## config.mk

```make
export PLATFORM = sky130hd
export DESIGN_NAME = line_feeder
export DESIGN_NICKNAME = d
export VERILOG_FILES = /design/src/rtl/line_feeder.sv
export SDC_FILE = /design/constraint.sdc
export NUM_CORES = 1
export LEC_CHECK = 0
export CORE_AREA = 5 5 97 99
export CTS_BUF_LIST = sky130_fd_sc_hd__clkbuf_16
export CTS_CLUSTER_SIZE = 28
export DETAILED_ROUTE_END_ITERATION = 12
export DIE_AREA = 0 0 102 104
export GPL_TIMING_DRIVEN = 0
export MAX_ROUTING_LAYER = met4
export PLACE_DENSITY = 0.47
export RECOVER_POWER = 100
export SLEW_MARGIN = 20
export SYNTH_ARGS = -nofsm -noshare
export SYNTH_HDL_FRONTEND = slang
export SYNTH_SLANG_ARGS = --single-unit
```

## constraint.sdc

```tcl
create_clock -name clk -period 6.6 [get_ports clk]
set_input_delay 0.99 -clock clk [delete_from_list [all_inputs] [get_ports clk]]
set_output_delay 0.99 -clock clk [all_outputs]
set_load 0.05 [all_outputs]
```

## src/rtl/line_feeder.sv

```systemverilog
// line_feeder: credit-gated ready/valid to pixel-strobe feeder for the sharpen top
module line_feeder #(
    parameter int DATA_WIDTH    = 8,
    parameter int IMG_WIDTH     = 512,
    parameter int IMG_HEIGHT    = 512,
    parameter int NUM_LINE_BUFS = 4
) (
    input  logic                               clk,
    input  logic                               rst,
    input  logic                               start,
    input  logic [DATA_WIDTH-1:0]              s_tdata,
    input  logic                               s_tvalid,
    input  logic                               s_tlast,
    output logic                               s_tready,
    output logic [DATA_WIDTH-1:0]              outPixel,
    output logic                               outPixelValid,
    input  logic                               rdBuffEmpty,
    output logic [$clog2(NUM_LINE_BUFS+1)-1:0] credits,
    output logic                               busy,
    output logic                               frameDone,
    output logic                               errTlast,
    output logic                               errCredit
);
    localparam int CW = $clog2(IMG_WIDTH);
    localparam int RW = $clog2(IMG_HEIGHT);
    localparam int KW = $clog2(NUM_LINE_BUFS+1);

    typedef enum logic [1:0] {IDLE, FEED, WAIT_CREDIT, DONE} state_t;

    state_t        r_state;
    logic [CW-1:0] r_col;
    logic [RW-1:0] r_row;
    logic          r_mid;
    logic          w_acc;
    logic          w_eol;
    logic          w_eof;
    logic          w_take;

    assign s_tready = (r_state == FEED) && (r_mid || credits != '0);
    assign busy     = (r_state == FEED) || (r_state == WAIT_CREDIT);
    assign w_acc    = s_tvalid && s_tready;
    assign w_eol    = r_col == CW'(IMG_WIDTH-1);
    assign w_eof    = w_eol && r_row == RW'(IMG_HEIGHT-1);
    assign w_take   = w_acc && r_col == '0;

    // pixel forwarding, credit accounting, line/frame counting and the frame FSM
    always_ff @(posedge clk or negedge rst) begin
        if (!rst) begin
            r_state       <= IDLE;
            credits       <= KW'(NUM_LINE_BUFS);
            r_col         <= '0;
            r_row         <= '0;
            r_mid         <= 1'b0;
            outPixel      <= '0;
            outPixelValid <= 1'b0;
            frameDone     <= 1'b0;
            errTlast      <= 1'b0;
            errCredit     <= 1'b0;
        end else begin
            outPixelValid <= w_acc;
            frameDone     <= 1'b0;
            if (w_acc)
                outPixel <= s_tdata;
            if (rdBuffEmpty && !w_take) begin
                if (credits == KW'(NUM_LINE_BUFS))
                    errCredit <= 1'b1;
                else
                    credits <= credits + KW'(1);
            end else if (w_take && !rdBuffEmpty) begin
                credits <= credits - KW'(1);
            end
            if (w_acc) begin
                if (s_tlast != w_eol)
                    errTlast <= 1'b1;
                r_col <= w_eol ? '0 : r_col + CW'(1);
                r_mid <= !w_eol;
                if (w_eol)
                    r_row <= w_eof ? '0 : r_row + RW'(1);
            end
            case (r_state)
                IDLE, DONE: begin
                    if (start) begin
                        r_state <= FEED;
                        r_col   <= '0;
                        r_row   <= '0;
                        r_mid   <= 1'b0;
                    end
                end
                FEED: begin
                    if (w_acc && w_eof) begin
                        r_state   <= DONE;
                        frameDone <= 1'b1;
                    end else if (!r_mid && r_col == '0 && credits == '0 && !rdBuffEmpty) begin
                        r_state <= WAIT_CREDIT;
                    end
                end
                WAIT_CREDIT: begin
                    if (credits != '0 || rdBuffEmpty)
                        r_state <= FEED;
                end
                default: r_state <= IDLE;
            endcase
        end
    end
endmodule

```

=== Yosys cells after proc, flatten, opt, wreduce, memory -nomap -nowiden ===
Index checks and enable logic that the tools add are counted.

* Input port bits: 14
* Logic and storage cells: 74
* Bits in registers: 36
* Output and inout bits: 17

* Reduce and logical (&&, ||, !) cells: 27
* Add/subtract/negate cells: 4
* Equal/unequal tests: 11
* Multiplexer cells: 22

{| class="wikitable"
|+ Operators by type and width
! operator !! number
|-
| two-way mux 9 bit || 9
|-
| adder 9 x 1 -> 9 bit (second input constant) || 2
|-
| == test 9 bit (second input constant) || 2
|-
| logical AND 1 bit || 10
|-
| logical NOT 9 bit || 1
|-
| two-way mux 3 bit || 3
|-
| two-way mux 2 bit || 4
|-
| case mux 2 bit (3 select lines) || 1
|-
| AND reduction 2 bit || 3
|-
| two-way mux 1 bit || 5
|-
| == test 2 bit (second input constant) || 2
|-
| logical NOT 1 bit || 4
|-
| != test 2 bit (second input constant) || 2
|-
| adder 3 x 1 -> 3 bit (second input constant) || 1
|-
| == test 3 bit (second input constant) || 1
|-
| logical NOT 3 bit || 1
|-
| logical OR 1 bit || 3
|-
| != test 3 x 1 -> 1 bit (second input constant) || 1
|-
| AND reduction 3 bit || 1
|-
| nonzero test 3 bit || 1
|-
| subtractor 3 x 1 -> 3 bit (second input constant) || 1
|-
| == test 2 x 1 -> 1 bit (second input constant) || 1
|-
| logical NOT 2 bit || 1
|-
| != test 2 x 1 -> 1 bit (second input constant) || 1
|-
| 3 further kinds || 3
|}

=== Logic depth before layout (Yosys ltp) ===
Gate-level depths: netlist of run 1.

* Depth in word-level cells: 9
* Mapped depth: 9
* Depth with buffers taken out: 9

=== Least setup slack after synthesis of run 1 ===
No wires, ideal clock.

* Path type: register to register
* Start point: register credits[0]
* End point: register credits[1]
* Stages on the path, launching flop included: 7
* Setup time: 0.126 ns
* Arrival: 2.449 ns
* Path buffers: 0
* Clock period less this slack: 2.575 ns
* Path slack: 4.025 ns
* Data required time: 6.474 ns
* Path through: dfrtp_1 o41a_4 nand4_2 nand2_1 fa_1 and4_1 a221o_1

* Cells in the longest elaborated chain, start to end: 9
* Elaborated cells on any way between the ends: 17
* Classes of those cells: add/sub (2); eq/ne (2); mux (3); reduce/logical (10)

{| class="wikitable"
|+ Ends and longest elaborated chain
! item !! line !! RTL
|-
| start, declared || 18 || <nowiki>output logic [$clog2(NUM_LINE_BUFS+1)-1:0] credits,</nowiki>
|-
| start signal, assigned || 50 || <nowiki>credits <= KW'(NUM_LINE_BUFS);</nowiki>
|-
| start signal, assigned || 68 || <nowiki>credits <= credits + KW'(1);</nowiki>
|-
| start signal, assigned || 70 || <nowiki>credits <= credits - KW'(1);</nowiki>
|-
| nonzero test 3 bit (*) || 39 || <nowiki>assign s_tready = (r_state == FEED) && (r_mid || credits != '0);</nowiki>
|-
| logical OR 1 bit (*) || 39 ||
|-
| logical AND 1 bit (*) || 39 ||
|-
| net s_tready || 14 || <nowiki>output logic s_tready,</nowiki>
|-
| logical AND 1 bit (*) || 41 || <nowiki>assign w_acc = s_tvalid && s_tready;</nowiki>
|-
| logical AND 1 bit (*) || 44 || <nowiki>assign w_take = w_acc && r_col == '0;</nowiki>
|-
| logical NOT 1 bit || 64 || <nowiki>if (rdBuffEmpty && !w_take) begin</nowiki>
|-
| logical AND 1 bit || 64 ||
|-
| != test 2 bit (no source line) / nonzero test 2 bit (equally long branches) || n/a ||
|-
| AND reduction 2 bit (no source line) || n/a ||
|}

The timed path passes the listed nets; every way through them passes the cells marked *. The select of a mux whose other input is x is not followed.
A chain may end at the register's enable or synchronous reset.

=== Final worst setup path of run 1 ===
* Start point: register r_state[1]
* End point: output port s_tready

* Cells in the longest elaborated chain, start to end: 2

{| class="wikitable"
|+ Ends and longest elaborated chain
! item !! line !! RTL
|-
| start, declared || 30 || <nowiki>state_t r_state;</nowiki>
|-
| start signal, assigned || 49 || <nowiki>r_state <= IDLE;</nowiki>
|-
| start signal, assigned || 83 || <nowiki>r_state <= FEED;</nowiki>
|-
| start signal, assigned || 91 || <nowiki>r_state <= DONE;</nowiki>
|-
| == test 2 x 1 -> 1 bit || 39 ||
|-
| logical AND 1 bit || 39 ||
|-
| end, declared || 14 ||
|}

Every way passes these cells.

==> results.cfg, run 1 <==
[status]
status = complete, no violations

[placement]
dp_cells = 334
placed_area_um2 = 2330
portBuffers = 29
routabilityCongestion = 0.752
dp.final_hpwl_um = 3070

[cells_and_area]
syn_to_final_growth_pct = 29.1
final_cell_area_um2 = 2420
layout.nets = 255
fill_cells = 885
n_antenna_cell = 0
finish.utilization = 0.286
final_cell_count_no_fill = 342
drive_gt1_frac = 0.0385

[cts]
clock-sinks = 36
clock_latency_ns = 0.28
cts-root-buf = clkbuf_16
clk_pin_slew_ns = 0.05
cts_buffers = 5
ctsResizeCount = 0
clk_path_buf_depth = 2
cts_setup_buffers = 0
postCtsHoldBufs = 0
htreeDepth = 2
cts_tree = done

[drt]
vias_per_cell = 4.47
routed-via-count = 1528
postRouteAntennaNets = 0
drc = 0
drt-total-wl_um = 4270
drt-pass1-iter-count = 4
wl_per_cell_um = 12.5
drt_first_iter_violations = 36

[worst_hold_path]
hold_start = errTlast$_DFFE_PN0P_
hold_path_end = errTlast$_DFFE_PN0P_
hold_class = reg2reg
min_path_cells = 1

[floorplanning]
dieArea_um2 = 10600
die_h_um = 104
die_x_um = 102
io-pin-count = 31
rows = 34
core_area_um2 = 8470
initial_utilization = 0.222

[setup_path]
critPathSlowestCell = dlygate4sd3_1
start_kind = flip-flop
r2r_end = credits[1]$_DFFE_PN0P_
crit_required_ns = 5.61
crit_arrival_ns = 2.12
path_cells = inv_1 -> ha_1 -> o41a_4 -> dlygate4sd3_1
slowest_delay_ns = 0.88
end_kind = primary output
worstPathMaxFanout = 6
cp-startpoint = r_state[1]$_DFFE_PN0P_
r2r_slack_ns = 3.89
worstSetupPathType = reg2out
r2r-start = r_col[0]$_DFF_PN0_
ff2ff_path_depth = 8

[synth]
yosysSeqAreaShare = 0.480
ys_async_sr_fraction = 1.00
netlist-cell-type-count = 43
syn_area_um2 = 1880
yosysWarnings = 0
synth_seq_cells = 36
ys.flop_type = dfrtp_1
synth-edff-count = 0
synthesis.area_per_instance_um2 = 9.58
synthCells = 196
syn_nets = 218

[global_route]
overflow = 0
grt_pass1_wl_um = 7410
grt_max_degree = 22
antenna_found_initial = 0
gr-usage-all-layers = 0.0891
grt_pass1_vias = 1567

[power]
p_leak_nw = 1.09
power.total_uw = 823
p_per_area_nw_per_um2 = 339
ir_drop_mv = 0.137

[sta]
hold_viol = 0
period_share = 0.471
clock_skew_ns = 0.00423
grt_setup_unrepaired = no
finalMaxSlewViolations = 0
clock.fmax_mhz = 321
slew_headroom = 0.177
tightestPinTransition_ns = 1.23
period_needed_ns = 3.11
fin_setup_tns_ns = 0
setup_viol = 0

[flow_run]
max-cap-violations = 0
==> layer usage <==
| layer | routed length (µm) | share of wire | up-vias | global-route usage |
|---|---|---|---|---|
| met5 | 0 | 0 | - | - |
| met1 | 2080 | 0.49 | 730 | 0.115 |
| met3 | 209 | 0.049 | 4 | 0.0295 |
| met4 | 29 | 0.0068 | 0 | 0.0253 |
| li1 | - | - | 760 | - |
| met2 | 1950 | 0.46 | 34 | 0.133 |
==> layout by cell type, fill, tap and decap left out, types with 2 or more instances in the layout <==
cell and instances:
a21o_1 2, a21oi_1 9, a31oi_1 2, and3_1 5
and4_1 2, clkbuf_1 8, clkbuf_16 5, clkdlybuf4s50_1 10
dfrtp_1 35, dlygate4sd3_1 18, ha_1 7, inv_1 12
mux2i_1 3, nand2_1 37, nand3_1 6, nand4_1 4
nor2_1 16, nor4_1 6, nor4b_1 2, o21a_1 2
o21ai_0 7, or3_1 3, or4_1 2, or4b_1 3
xnor2_1 4, xor2_1 6
==> synthesized netlist by cell type, types with 2 or more instances <==
cell       n  area [µm²]
a21o_1     2        15.0
nand2_1   37         139
or4_1      2        15.0
buf_2      2        10.0
nand4_1    3        18.8
or4b_1     3        30.0
nor2_1    16        60.1
and3_1     5        31.3
a31oi_1    2        12.5
inv_1      9        33.8
ha_1       7        87.6
and4_1     2        17.5
nor4b_1    2        17.5
mux2i_1    3        30.0
a21oi_1    9        45.0
nor4_1     6        37.5
and2_1     2        12.5
o21ai_0    7        35.0
nand3_1    6        30.0
clkbuf_1   3        11.3
or3_1      3        18.8
xnor2_1    4        35.0
o21a_1     2        15.0
dfrtp_1   35         876
xor2_1     6        52.6
==> report_power, final <==
part	internal (mW)	switching, mW	leakage, nW
Clock	0.136	0.0880	0.0738
Combinational	0.104	0.180	0.562
Sequential	0.263	0.0517	0.450
Total	0.503	0.319	1.09
==> worst max-delay path: cells and delay by family (launching register included) <==
family | cells | cell delay (ns)
buf+inv | 2 | 0.96
flops | 1 | 0.39
fa+ha+maj | 1 | 0.25
compound gates | 1 | 0.23
==> area by class of cell <==
cell class              instances  area [µm²]  area share
clock buffers                   5         125      0.0516
flip-flops and latches         36         902       0.372
inverters                      10        37.5      0.0155
clock inverters                 3        11.3     0.00464
well taps                     108         135      0.0557
plain buffers                   7        26.3      0.0108
repair buffers                 30         288       0.119
multi-input cells             143         900       0.371
==> registers in the layout (all words and copies together), names as in the netlist <==
name and cells:
errTlast 1, r_mid 1, r_col 9, outPixelValid 1
r_row 9, credits 3, frameDone 1, r_state 2
outPixel 8, errCredit 1
==> cell families (layout without fill, tap and decap cells) <==
group           Yosys count  count (layout)  synth area share
buf+inv                  17              55            0.0373
xor+xnor                 10              10            0.0466
fa+ha+maj                 8               8            0.0573
mux                       3               3            0.0160
compound gates           30              30             0.109
flops                    36              36             0.480
simple gates             92              92             0.254
==> how the worst max path moves through the flow <==
stage / cells after the start / slack [ns] / endpoint
after floorplan: 6 / 4.02 / credits[1]$_DFFE_PN0P_
after global placement: 6 / 3.51 / credits[1]$_DFFE_PN0P_
after detailed placement: 6 / 3.49 / credits[1]$_DFFE_PN0P_
after CTS: 4 / 3.53 / s_tready
after global routing: 4 / 3.40 / s_tready
final: 4 / 3.49 / s_tready
==> through the flow <==
step           worst slack, ns  hold slack (ns)
6_report                  3.49            0.454
2_1_floorplan             4.02            0.496
4_1_cts                   3.53            0.466
3_5_place_dp              3.49            0.447
5_1_grt                   3.40            0.474
3_3_place_gp              3.51            0.448
No activity file was read; power rests on OpenSTA's default activity.
==> inputs of run 2 (changes only) <==
==> constraint.sdc (replaced) <==
create_clock -name clk -period 2.9 [get_ports clk]
set_input_delay 0.435 -clock clk [delete_from_list [all_inputs] [get_ports clk]]
set_output_delay 0.435 -clock clk [all_outputs]
set_load 0.05 [all_outputs]
==> run 2 against run 1 <==
Effect of this change:
- sequential power is 130% higher
- clock power is 130% higher
- combinational power is 130% higher
- global-route usage stayed put
- critical endpoint is now credits[1]$_DFFE_PN0P_
==> results.cfg, run 2 (synthesis gave the netlist of run 1 again) <==
[status]
status = complete, no violations

[cells_and_area]
reg.largest.list = r_col x9, r_row x9, outPixel x8
fill_cells = 890
layout.nets = 255
syn_to_final_growth_pct = 28.8
drive_gt1_frac = 0.0427
final_cell_mix = nand2_1, dfrtp_1, dlygate4sd3_1
final_common_cell = nand2_1
n_antenna_cell = 0

[floorplanning]
dieArea_um2 = 10600
io-pin-count = 31
rows = 34
die_h_um = 104
initial_utilization = 0.222
die_x_um = 102
core_area_um2 = 8470

[cts]
cts_setup_buffers = 0
cts-root-buf = clkbuf_16
clk_path_buf_depth = 2
clock_latency_ns = 0.28
clk_pin_slew_ns = 0.05
htreeDepth = 2
clock-sinks = 36
ctsResizeCount = 0
postCtsHoldBufs = 0
cts_tree = done
cts_buffers = 5

[drt]
drt-pass1-iter-count = 4
postRouteAntennaNets = 0
vias_per_cell = 4.47
wl_per_cell_um = 12.5
drc = 0
drt_first_iter_violations = 35
drt-total-wl_um = 4280
routed-via-count = 1529

[placement]
dp_worst_setup_slack_ns = 0.279
dp.final_hpwl_um = 3070
routabilityCongestion = 0.752
portBuffers = 29

[sta]
finalMaxSlewViolations = 0
setup_viol = 0
period_needed_ns = 2.65
slew_headroom = 0.181
tightestPinTransition_ns = 1.23
clock.fmax_mhz = 377
fin_setup_tns_ns = 0
setup_slack_ns = 0.249
grt_setup_unrepaired = no
period_share = 0.914
clock_skew_ns = 0.00386
hold_viol = 0

[global_route]
grt_max_degree = 22
gr-usage-all-layers = 0.0891
overflow = 0
grt_pass1_vias = 1567
grt_pass1_wl_um = 7410
antenna_found_initial = 0

[power]
power_frac_seq = 0.381
p_leak_nw = 1.09
p_int_mw = 1.14
power.clock.fraction = 0.273
power_frac_comb = 0.346
ir_drop_mv = 0.313
swShare = 0.388
switchingPower_uw = 725
p_per_area_nw_per_um2 = 772

[setup_path]
start_kind = flip-flop
path_cells = inv_1 -> ha_1 -> nor4b_1 -> nand4_2 -> nand2_1 -> fa_1 -> and4_1 -> a221o_1
worstSetupPathType = reg2reg
critPathSlowestCell = nor4b_1
end_kind = flip-flop
cp_top_family = simple AND/OR/NAND/NOR gates
slowest_delay_ns = 0.49
crit_required_ns = 3.06
r2r-start = r_col[0]$_DFF_PN0_
ff2ff_path_depth = 8
r2r_slack_ns = 0.25
critPathBufInv = 1
crit_arrival_ns = 2.81
worstPathMaxFanout = 9
r2r_end = credits[1]$_DFFE_PN0P_

[worst_hold_path]
hold_class = in2async

[flow_run]
max-cap-violations = 0
[run 2: worst reg2reg max path, stage by stage (launching register included)]
cell and delay (ns):
dfrtp_1 0.42, inv_1 0.08, ha_1 0.14, nor4b_1 0.49, nand4_2 0.32, nand2_1 0.19
fa_1 0.45, and4_1 0.19, a221o_1 0.25
[run 2: final cells by class]
class	count	area, µm²	area share
flip-flops and latches	36	902	0.373
multi-input cells	143	893	0.369
repair buffers	30	288	0.119
well taps	108	135	0.0558
clock buffers	5	125	0.0517
inverters	10	37.5	0.0155
plain buffers	7	27.5	0.0114
clock inverters	3	11.3	0.00465
[run 2: routing by layer]
layer  track usage  wire length (µm)  part of all wire  up-vias
li1              -                 -                 -      761
met1         0.115              2080              0.49      728
met2         0.133              1950              0.46       36
met3        0.0295               213             0.050        4
met4        0.0253                29            0.0068        0
met5             -                 0                 0        -
[run 2: how the worst max path moves through the flow]
stage,from,to,cells past startpoint
finish,r_col[0]$_DFF_PN0_,credits[1]$_DFFE_PN0P_,8
detailed placement,r_col[0]$_DFF_PN0_,credits[1]$_DFFE_PN0P_,8
global route,r_col[0]$_DFF_PN0_,credits[1]$_DFFE_PN0P_,8
CTS,r_col[0]$_DFF_PN0_,credits[1]$_DFFE_PN0P_,8
floorplan,credits[0]$_DFFE_PN0P_,credits[1]$_DFFE_PN0P_,6
global placement,r_col[0]$_DFF_PN0_,credits[1]$_DFFE_PN0P_,8
[run 2: stage by stage]
step | total power, mW | std cells | cell area, µm² | hold WS, ns | utilization
final | 1.87 | 342 | 2420 | 0.248 | 0.286
after CTS | 1.93 | 342 | 2460 | 0.0966 | 0.291
after global routing | 1.99 | 342 | 2420 | 0.339 | 0.286
after detailed placement | 1.41 | 334 | 2330 | 0.400 | 0.275
after floorplan | 1.17 | 196 | 1880 | 0.139 | -
after global placement | 1.39 | 333 | 2300 | 0.448 | 0.272
[run 2: power by group through the flow]
| stage | sequential, mW | combinational (mW) | clock (mW) |
|---|---|---|---|
| finish | 0.712 | 0.647 | 0.510 |
| global route | 0.736 | 0.711 | 0.543 |
| CTS | 0.718 | 0.689 | 0.527 |
| detailed placement | 0.724 | 0.686 | 0 |
| global placement | 0.725 | 0.668 | 0 |
| floorplan | 0.845 | 0.330 | 0 |
==> inputs of run 3 (changes only) <==
--- a/config.mk
+++ b/config.mk
@@ -5,14 +5,14 @@
 export SDC_FILE = /design/constraint.sdc
 export NUM_CORES = 1
 export LEC_CHECK = 0
-export CORE_AREA = 5 5 97 99
+export CORE_AREA = 5 5 66 68
 export CTS_BUF_LIST = sky130_fd_sc_hd__clkbuf_16
 export CTS_CLUSTER_SIZE = 28
 export DETAILED_ROUTE_END_ITERATION = 12
-export DIE_AREA = 0 0 102 104
+export DIE_AREA = 0 0 71 73
 export GPL_TIMING_DRIVEN = 0
 export MAX_ROUTING_LAYER = met4
-export PLACE_DENSITY = 0.47
+export PLACE_DENSITY = 0.84
 export RECOVER_POWER = 100
 export SLEW_MARGIN = 20
 export SYNTH_ARGS = -nofsm -noshare
==> run 3 against run 2 <==
Effect of this change:
- clock-buffer cell count did not move
- power rose by 4.8%
- wire length fell by 9.9%
- worst hold slack got worse by 0.040 ns
- sequential power barely moved
==> results.cfg, run 3 (synthesis gave the netlist of run 1 again) <==
[cells_and_area]
drive_gt1_frac = 0.0513
final_cell_mix = nand2_1, dfrtp_1, dlygate4sd3_1
final_common_cell = nand2_1
final_cell_area_um2 = 2370
syn_to_final_growth_pct = 26.4
reg.largest.list = r_col x9, r_row x9, outPixel x8
layout.nets = 255
n_antenna_cell = 0

[placement]
dp_worst_setup_slack_ns = 0.350
routabilityCongestion = 0.849
dp.final_hpwl_um = 2810
portBuffers = 29
placed_area_um2 = 2250

[power]
swShare = 0.371
ir_drop_mv = 0.384
power.clock.fraction = 0.306
p_leak_nw = 1.10
power_frac_comb = 0.329
switchingPower_uw = 727
p_int_mw = 1.23
power.total_mw = 1.96
p_per_area_nw_per_um2 = 825
power_frac_seq = 0.365

[global_route]
grt_pass1_vias = 1484
grtUsageMet1 = 0.214
antenna_found_initial = 0
grtUsageMet3 = 0.0441
grt_use_met2 = 0.273
overflow = 0
grt_max_degree = 23
grt.busiest_layer = met2
grt_pass1_wl_um = 6820
gr-usage-all-layers = 0.174

[sta]
slew_headroom = 0.220
grt_setup_unrepaired = no
setup_viol = 0
clock.fmax_mhz = 370
finalMaxSlewViolations = 0
period_needed_ns = 2.70
tightestPinTransition_ns = 1.17
fin_setup_tns_ns = 0
period_share = 0.932
setup_slack_ns = 0.196
hold_viol = 0
hold_ws_ns = 0.208
clock_skew_ns = 0.00725

[floorplanning]
io-pin-count = 31
rows = 23
core_area_um2 = 3800
dieArea_um2 = 5180
initial_utilization = 0.494
die_h_um = 73
die_x_um = 71

[setup_path]
crit_arrival_ns = 2.87
critPathBufInv = 1
critPathSlowestCell = nor4b_1
path_cells = inv_1 -> ha_1 -> nor4b_1 -> nand4_2 -> nand2_1 -> fa_1 -> and4_1 -> a221o_1
worstSetupPathType = reg2reg
slowest_delay_ns = 0.54
start_kind = flip-flop
worstPathMaxFanout = 9
crit_required_ns = 3.07
cp_top_family = simple AND/OR/NAND/NOR gates
end_kind = flip-flop

[cts]
clock-sinks = 36
clock_latency_ns = 0.28
clk_pin_slew_ns = 0.06
clk_path_buf_depth = 2
cts_setup_buffers = 0
cts_buffers = 5
htreeDepth = 2
ctsResizeCount = 0
postCtsHoldBufs = 0
cts_tree = done
cts-root-buf = clkbuf_16

[status]
status = complete, no violations

[drt]
drc = 0
routed-via-count = 1553
postRouteAntennaNets = 0
vias_per_cell = 5.47
drt-pass1-iter-count = 4
drt-total-wl_um = 3850
wl_per_cell_um = 13.6
drt_first_iter_violations = 106

[flow_run]
max-cap-violations = 0

[worst_hold_path]
hold_class = in2async
## run 3: power by group through the flow
stage / Sequential [mW] / Combinational [mW] / Clock (mW)
final: 0.715 / 0.645 / 0.600
after global routing: 0.733 / 0.709 / 0.634
after CTS: 0.721 / 0.681 / 0.609
after detailed placement: 0.727 / 0.673 / 0
after global placement: 0.721 / 0.647 / 0
after floorplan: 0.845 / 0.330 / 0
## run 3: final timing paths
kind | slack (ns) | end | cells after the start | from
min reg2reg | 0.47 | outPixel[0]$_DFFE_PN0N_ | 2 | outPixel[0]$_DFFE_PN0N_
min in group clk | 0.47 | outPixel[0]$_DFFE_PN0N_ | 2 | outPixel[0]$_DFFE_PN0N_
max in group asynchronous | 1.16 | outPixelValid$_DFF_PN0_ | 2 | rst
max reg2reg | 0.20 | credits[1]$_DFFE_PN0P_ | 8 | r_col[0]$_DFF_PN0_
min | 0.21 | credits[0]$_DFFE_PN0P_ | 1 | rst
max | 0.20 | credits[1]$_DFFE_PN0P_ | 8 | r_col[0]$_DFF_PN0_
## run 3: final cells by class
class	count	area [µm²]
inverters	10	37.5
clock inverters	3	38.8
multi-input cells	143	893
clock buffers	5	125
flip-flops and latches	36	902
repair buffers	30	288
plain buffers	7	27.5
well taps	50	62.6
fillers	353	1420
## run 3: stage by stage
stage	std cells	utilization
6_report	284	0.625
5_1_grt	284	0.625
3_3_place_gp	275	0.587
4_1_cts	284	0.636
2_1_floorplan	196	-
3_5_place_dp	276	0.593
## run 3: layer usage
| metal | vias up | share of wire |
|---|---|---|
| met5 | - | 0 |
| met4 | 0 | 0.018 |
| li1 | 762 | - |
| met3 | 9 | 0.053 |
| met2 | 43 | 0.48 |
| met1 | 739 | 0.45 |
==> RTL edit 1, RTL diff (settings of run 3) <==
Set the parameter `IMG_HEIGHT` to 128 (it was 512).
--- a/src/rtl/line_feeder.sv
+++ b/src/rtl/line_feeder.sv
@@ -2,7 +2,7 @@
 module line_feeder #(
     parameter int DATA_WIDTH    = 8,
     parameter int IMG_WIDTH     = 512,
-    parameter int IMG_HEIGHT    = 512,
+    parameter int IMG_HEIGHT    = 128,
     parameter int NUM_LINE_BUFS = 4
 ) (
     input  logic                               clk,
Behaviour: no difference found for any inputs over 10 cycles, from zero or initial values and one cycle with rst low; that may be too few to reach the edited logic, so the function may still have changed.
==> RTL edit 1 against run 3 <==
  * Routed wire length is 2.1% lower
  * Final area is 5.1% lower
  * Highest routed layer unchanged
  * Synthesized cell count is 3.6% lower
  * Sequential cell count is 2 lower
  * Register-to-register slack better by 240 ps
  * Power is 6.5% higher
  * Synthesized area is 4.8% lower
  * Setup slack better by 150 ps
==> RTL edit 1: results (changes against run 3) <==
Clock network
  – Post-CTS sizing: 0 (unchanged)
  – H-tree levels: 2 (unchanged)
  – Clock transition at path regs: 50 ps
  – CTS Buffer Depth: 2 (unchanged)
  – Postcts setup bufs: 0 (unchanged)

Worst setup path
  – R2r setup slk: 440 ps (+240 ps)
  – Crit path max fanout: 6 (-3)
  – Critical-path top delay cell: dlygate4sd3_1
  – CP delay by family, top: buffers and inverters
  – Critical Path AT: 2120 ps (-750 ps)
  – CP max stage delay: 880 ps (+340 ps)

STA
  – Slew HR: 15.7% (-6.3 points)
  – Max Slew Vio Count: 0 (unchanged)
  – Worst hold margin: 127 ps (-80.7 ps)
  – Fmax: 391 MHz (+5.7%)
  – Clock Skew: 3.48 ps (-3.77 ps)

Place
  – Placed inst area: 2160 sq um (-4.3%)
  – Post-DP HPWL: 2.66 mm (-5.3%)
  – Routability cong.: 0.789 (-7.0%)
  – PortBufs: 29 (unchanged)
  – Cell total after placement: 269 (-2.5%)
  – Place WS: 354 ps (+3.82 ps)

Power
  – Sequential Power Share: 34.0% (-2.5 points)
  – Peak VDD IR: 0.588 mV (+53%)
  – Leakage: 0.991 nW (-10%)
  – Seq group: 0.708 mW (-1%)
  – Power Clock: 0.502 mW (-16%)
  – Int Pwr: 1.21 mW (-2.0%)

Yosys
  – Avg Cell Area, Syn: 9.46 sq um (-1.3%)
  – Post-synthesis sequential area ratio: 47.7% (-0.38 points)
  – Syn nets: 210 (-3.7%)
  – Number of synthesis warnings: 0 (unchanged)
  – Commonest cells post-synth: nand2_1, dfrtp_1, a21oi_1, nor2_1, o21ai_0
  – Synth top area cells: dfrtp_1, nand2_1, ha_1, a21oi_1, o21ai_0
  – Netlist cell types: 45 (+4.7%)

Cells and area
  – Share of post-route cells with drive strength above 1: 4.85% (-0.28 points)
  – Leading registers by flop count: r_col (9), outPixel (8), r_row (7)
  – Layout Cells excl Fill: 277 (-2.5%)
  – Nets: 247 (-3.1%)

Global routing
  – First-pass GRT wire length: 6.55 mm (-4.0%)
  – Initial antenna violation count: 0 (unchanged)
  – Met2 Use GR: 27.7% (+0.41 points)
  – Met1 Use GR: 18.7% (-2.7 points)
  – Largest net degree at the start of global routing: 25 (+8.7%)
  – All-Layer GR Usage: 16.7% (-0.76 points)
  – Met3 usage: 4.82% (+0.41 points)

Routing
  – WL met2: 1.87 mm (+1.8%)
  – Vias after detailed routing: 1518 (-2.3%)
  – Met1 WL: 1.67 mm (-3.5%)
  – Number of DRC markers in iteration 0: 57 (-46%)
  – Met3 WL: 145 microns (-30%)
  – Drt wl/cell: 13.6 microns (+0.34%)

Hold path
  – Min-Delay Path Class: in2async

Run status
  – Outcome: completed
RTL edit 1: cell type report:
cell class	instances	area, sq um
multi-input cells	140	853
repair buffers	30	288
flip-flops and latches	34	852
well taps	50	62.6
plain buffers	7	30.0
clock inverters	3	12.5
clock buffers	5	125
fillers	346	1550
inverters	8	30.0
RTL edit 1: worst paths after layout:
kind	depth (start not counted)	start	end
max	4	r_state[1]	s_tready
min	1	rst	r_col[3]
max reg2reg	8	r_state[1]	credits[1]
min reg2reg	1	errTlast	errTlast
max in group asynchronous	2	rst	outPixel[7]
min in group clk	1	errTlast	errTlast
RTL edit 1: kinds of logic (layout without fill, tap and decap cells):
logic type / after synthesis / after routing / share of synthesized area, %
AND/OR/NAND/NOR: 91 / 91 / 26.8
flip-flops: 34 / 34 / 47.7
AO/OA/AOI/OAI: 32 / 32 / 11.3
buffers and inverters: 15 / 53 / 3.85
adder cells (fa/ha/maj): 7 / 7 / 5.32
XOR/XNOR: 7 / 7 / 3.43
multiplexers: 3 / 3 / 1.68
==> RTL edit 2, RTL diff (flow settings as in run 3) <==
Without the edit above. Make the reset (`rst`) synchronous in one clocked block.
--- a/src/rtl/line_feeder.sv
+++ b/src/rtl/line_feeder.sv
@@ -44,7 +44,7 @@
     assign w_take   = w_acc && r_col == '0;
 
     // pixel forwarding, credit accounting, line/frame counting and the frame FSM
-    always_ff @(posedge clk or negedge rst) begin
+    always_ff @(posedge clk) begin
         if (!rst) begin
             r_state       <= IDLE;
             credits       <= KW'(NUM_LINE_BUFS);
Formal check against the unedited RTL: differs if rst is asserted again (counterexample within 4 cycles, from zero or initial values and one cycle with rst low); with rst held inactive, the same outputs for 10 cycles.
==> RTL edit 2 against run 3 <==
  * Synthesized cell count is 1.5% higher
  * Sequential cell count stayed put
  * Synthesized area is 7.3% lower
  * Non-clock buffer count is 1 lower
  * Global-route usage is 1.2 points lower
  * Setup slack worse by 32 ps
  * Power is 25% lower
  * Cell count is 0.70% higher
  * Count of clock-buffer cells in the layout stayed put
  * Die area stayed put
  * Routed wire length is 0.70% higher
  * Maximum frequency is 1.2% lower
  * Final area is 7.2% lower
==> RTL edit 2: results (changes against run 3) <==
Run status
  – Outcome: completed

Worst setup path
  – R2r setup slk: 330 ps (+130 ps)
  – Reg2Reg Depth: 8 (unchanged)
  – Worst r2r src: credits[0]
  – Startpoint Class: flip-flop
  – Reg2reg end: credits[2]
  – Critical Path AT: 2300 ps (-570 ps)
  – Crit path max fanout: 10 (+1)

Routing
  – First drt pass iteration count: 4 (unchanged)
  – Drt wl/cell: 13.6 microns (about the same)
  – Via density per instance: 5.33 (-2.6%)
  – Number of DRC markers in iteration 0: 92 (-13%)

Clock network
  – Skew-Pair Late Insertion Delay: 270 ps
  – Postcts setup bufs: 0 (unchanged)
  – Total CTS buffers: 5 (unchanged)
  – H-tree levels: 2 (unchanged)
  – Post-CTS sizing: 0 (unchanged)
  – CTS Buffer Depth: 2 (unchanged)
  – CTS root buf: clkbuf_16
  – Clock transition at path regs: 50 ps

Place
  – PortBufs: 29 (unchanged)
  – Place WS: 286 ps (-63.9 ps)
  – Routability cong.: 0.826 (-2.7%)
  – Post-DP HPWL: 2.80 mm (-0.21%)

Yosys
  – Commonest cells post-synth: dfxtp_1, nand2_1, nor2_1
  – Synth top area cells: dfxtp_1, nand2_1, ha_1, a21boi_0, nor2_1
  – Post-synthesis sequential area ratio: 41.4% (-6.6 points)
  – Syn nets: 221 (+1.4%)
  – Complex-gate fraction of the synthesized area: 11.4% (+0.50 points)
  – Number of synthesis warnings: 0 (unchanged)
  – Post-Synth Adder-Cell Area: 6.18% (+0.45 points)
  – XOR/XNOR share of the synthesized area: 6.54% (+1.9 points)
  – Ys async rst share: 0% (-100 points)
  – Multiplexer share of the synthesized area: 2.44% (+0.85 points)
  – Netlist cell types: 41 (-4.7%)
  – EDFF count, synth: 0 (unchanged)

Global routing
  – Vias in the first global route: 1473 (-0.74%)
  – Initial antenna violation count: 0 (unchanged)
  – All-Layer GR Usage: 16.3% (-1.2 points)
  – Largest net degree at the start of global routing: 11 (-52%)
  – First-pass GRT wire length: 6.44 mm (-5.7%)

Hold path
  – Min-Delay Path Class: reg2reg
  – Hold Crit Depth: 2
  – Min-delay src: outPixel[4]
  – Hold EP: outPixel[4]

Cells and area
  – Share of post-route cells with drive strength above 1: 5.08% (-0.043 points)
  – Nets: 257 (+0.78%)
  – Ant diodes: 0 (unchanged)
  – Leading registers by flop count: r_col (9), r_row (9), outPixel (8)

STA
  – Least-Margin Pin Slew: 688 ps (-482 ps)
  – Fin. Hold Viols: 0 (unchanged)
  – Clock Skew: 3.47 ps (-3.78 ps)
  – Max Slew Vio Count: 0 (unchanged)

Power
  – Leakage: 0.833 nW (-24%)
  – Peak VDD IR: 0.529 mV (+38%)
-- RTL edit 2: worst max path at each step --
stage                       endpoint  slack [ps]  cells after the start
after floorplan           credits[2]         370                      8
after global placement    credits[2]         330                      9
after detailed placement  credits[2]         290                      9
after CTS                   s_tready         190                      4
after global routing        s_tready          70                      4
final                       s_tready         160                      4
-- RTL edit 2: logic make-up after synthesis --
logic type | count (synthesis)
and+or+nand+nor | 95
xor gates and xnor gates | 13
adders and majority gates | 8
DFF | 36
muxes | 4
buffers and inverters | 14
AOI/OAI and AO/OA | 29
-- RTL edit 2: cell type report --
class	instances	area, sq um
fill	361	1590
clock buffer	5	125
inverter	7	26.3
multi-input combinational	149	941
tap	50	62.6
sequential	36	721
buffer	7	27.5
timing repair buffer	29	290
clock inverter	3	11.3
-- RTL edit 2: per-layer routing --
layer | vias to the layer above | share of wire, % | global-route usage, %
met5 | - | 0 | -
li1 | 766 | - | -
met2 | 49 | 48 | 27.4
met4 | 0 | 1.8 | 6.26
met3 | 8 | 5.7 | 5.65
met1 | 700 | 44 | 17.7
-- RTL edit 2: critical path, cell delays in order, from the launching register on --
cell           delay, ps
dfxtp_1              390
or4_1                520
buf_2                190
and2_1               170
dlygate4sd3_1        760
-- RTL edit 2: metrics by stage --
step	instances	instance area, sq um	hold slack (ps)
after floorplan	199	1740	441
after global placement	278	2090	449
after detailed placement	278	2090	457
after CTS	286	2230	464
after global routing	286	2200	473
final	286	2200	460
-- RTL edit 2: where the power goes --
| group | internal (mW) | switching [mW] |
|---|---|---|
| Sequential | 0.532 | 0.0405 |
| Combinational | 0.147 | 0.270 |
| Clock | 0.308 | 0.181 |
| Total | 0.987 | 0.491 |
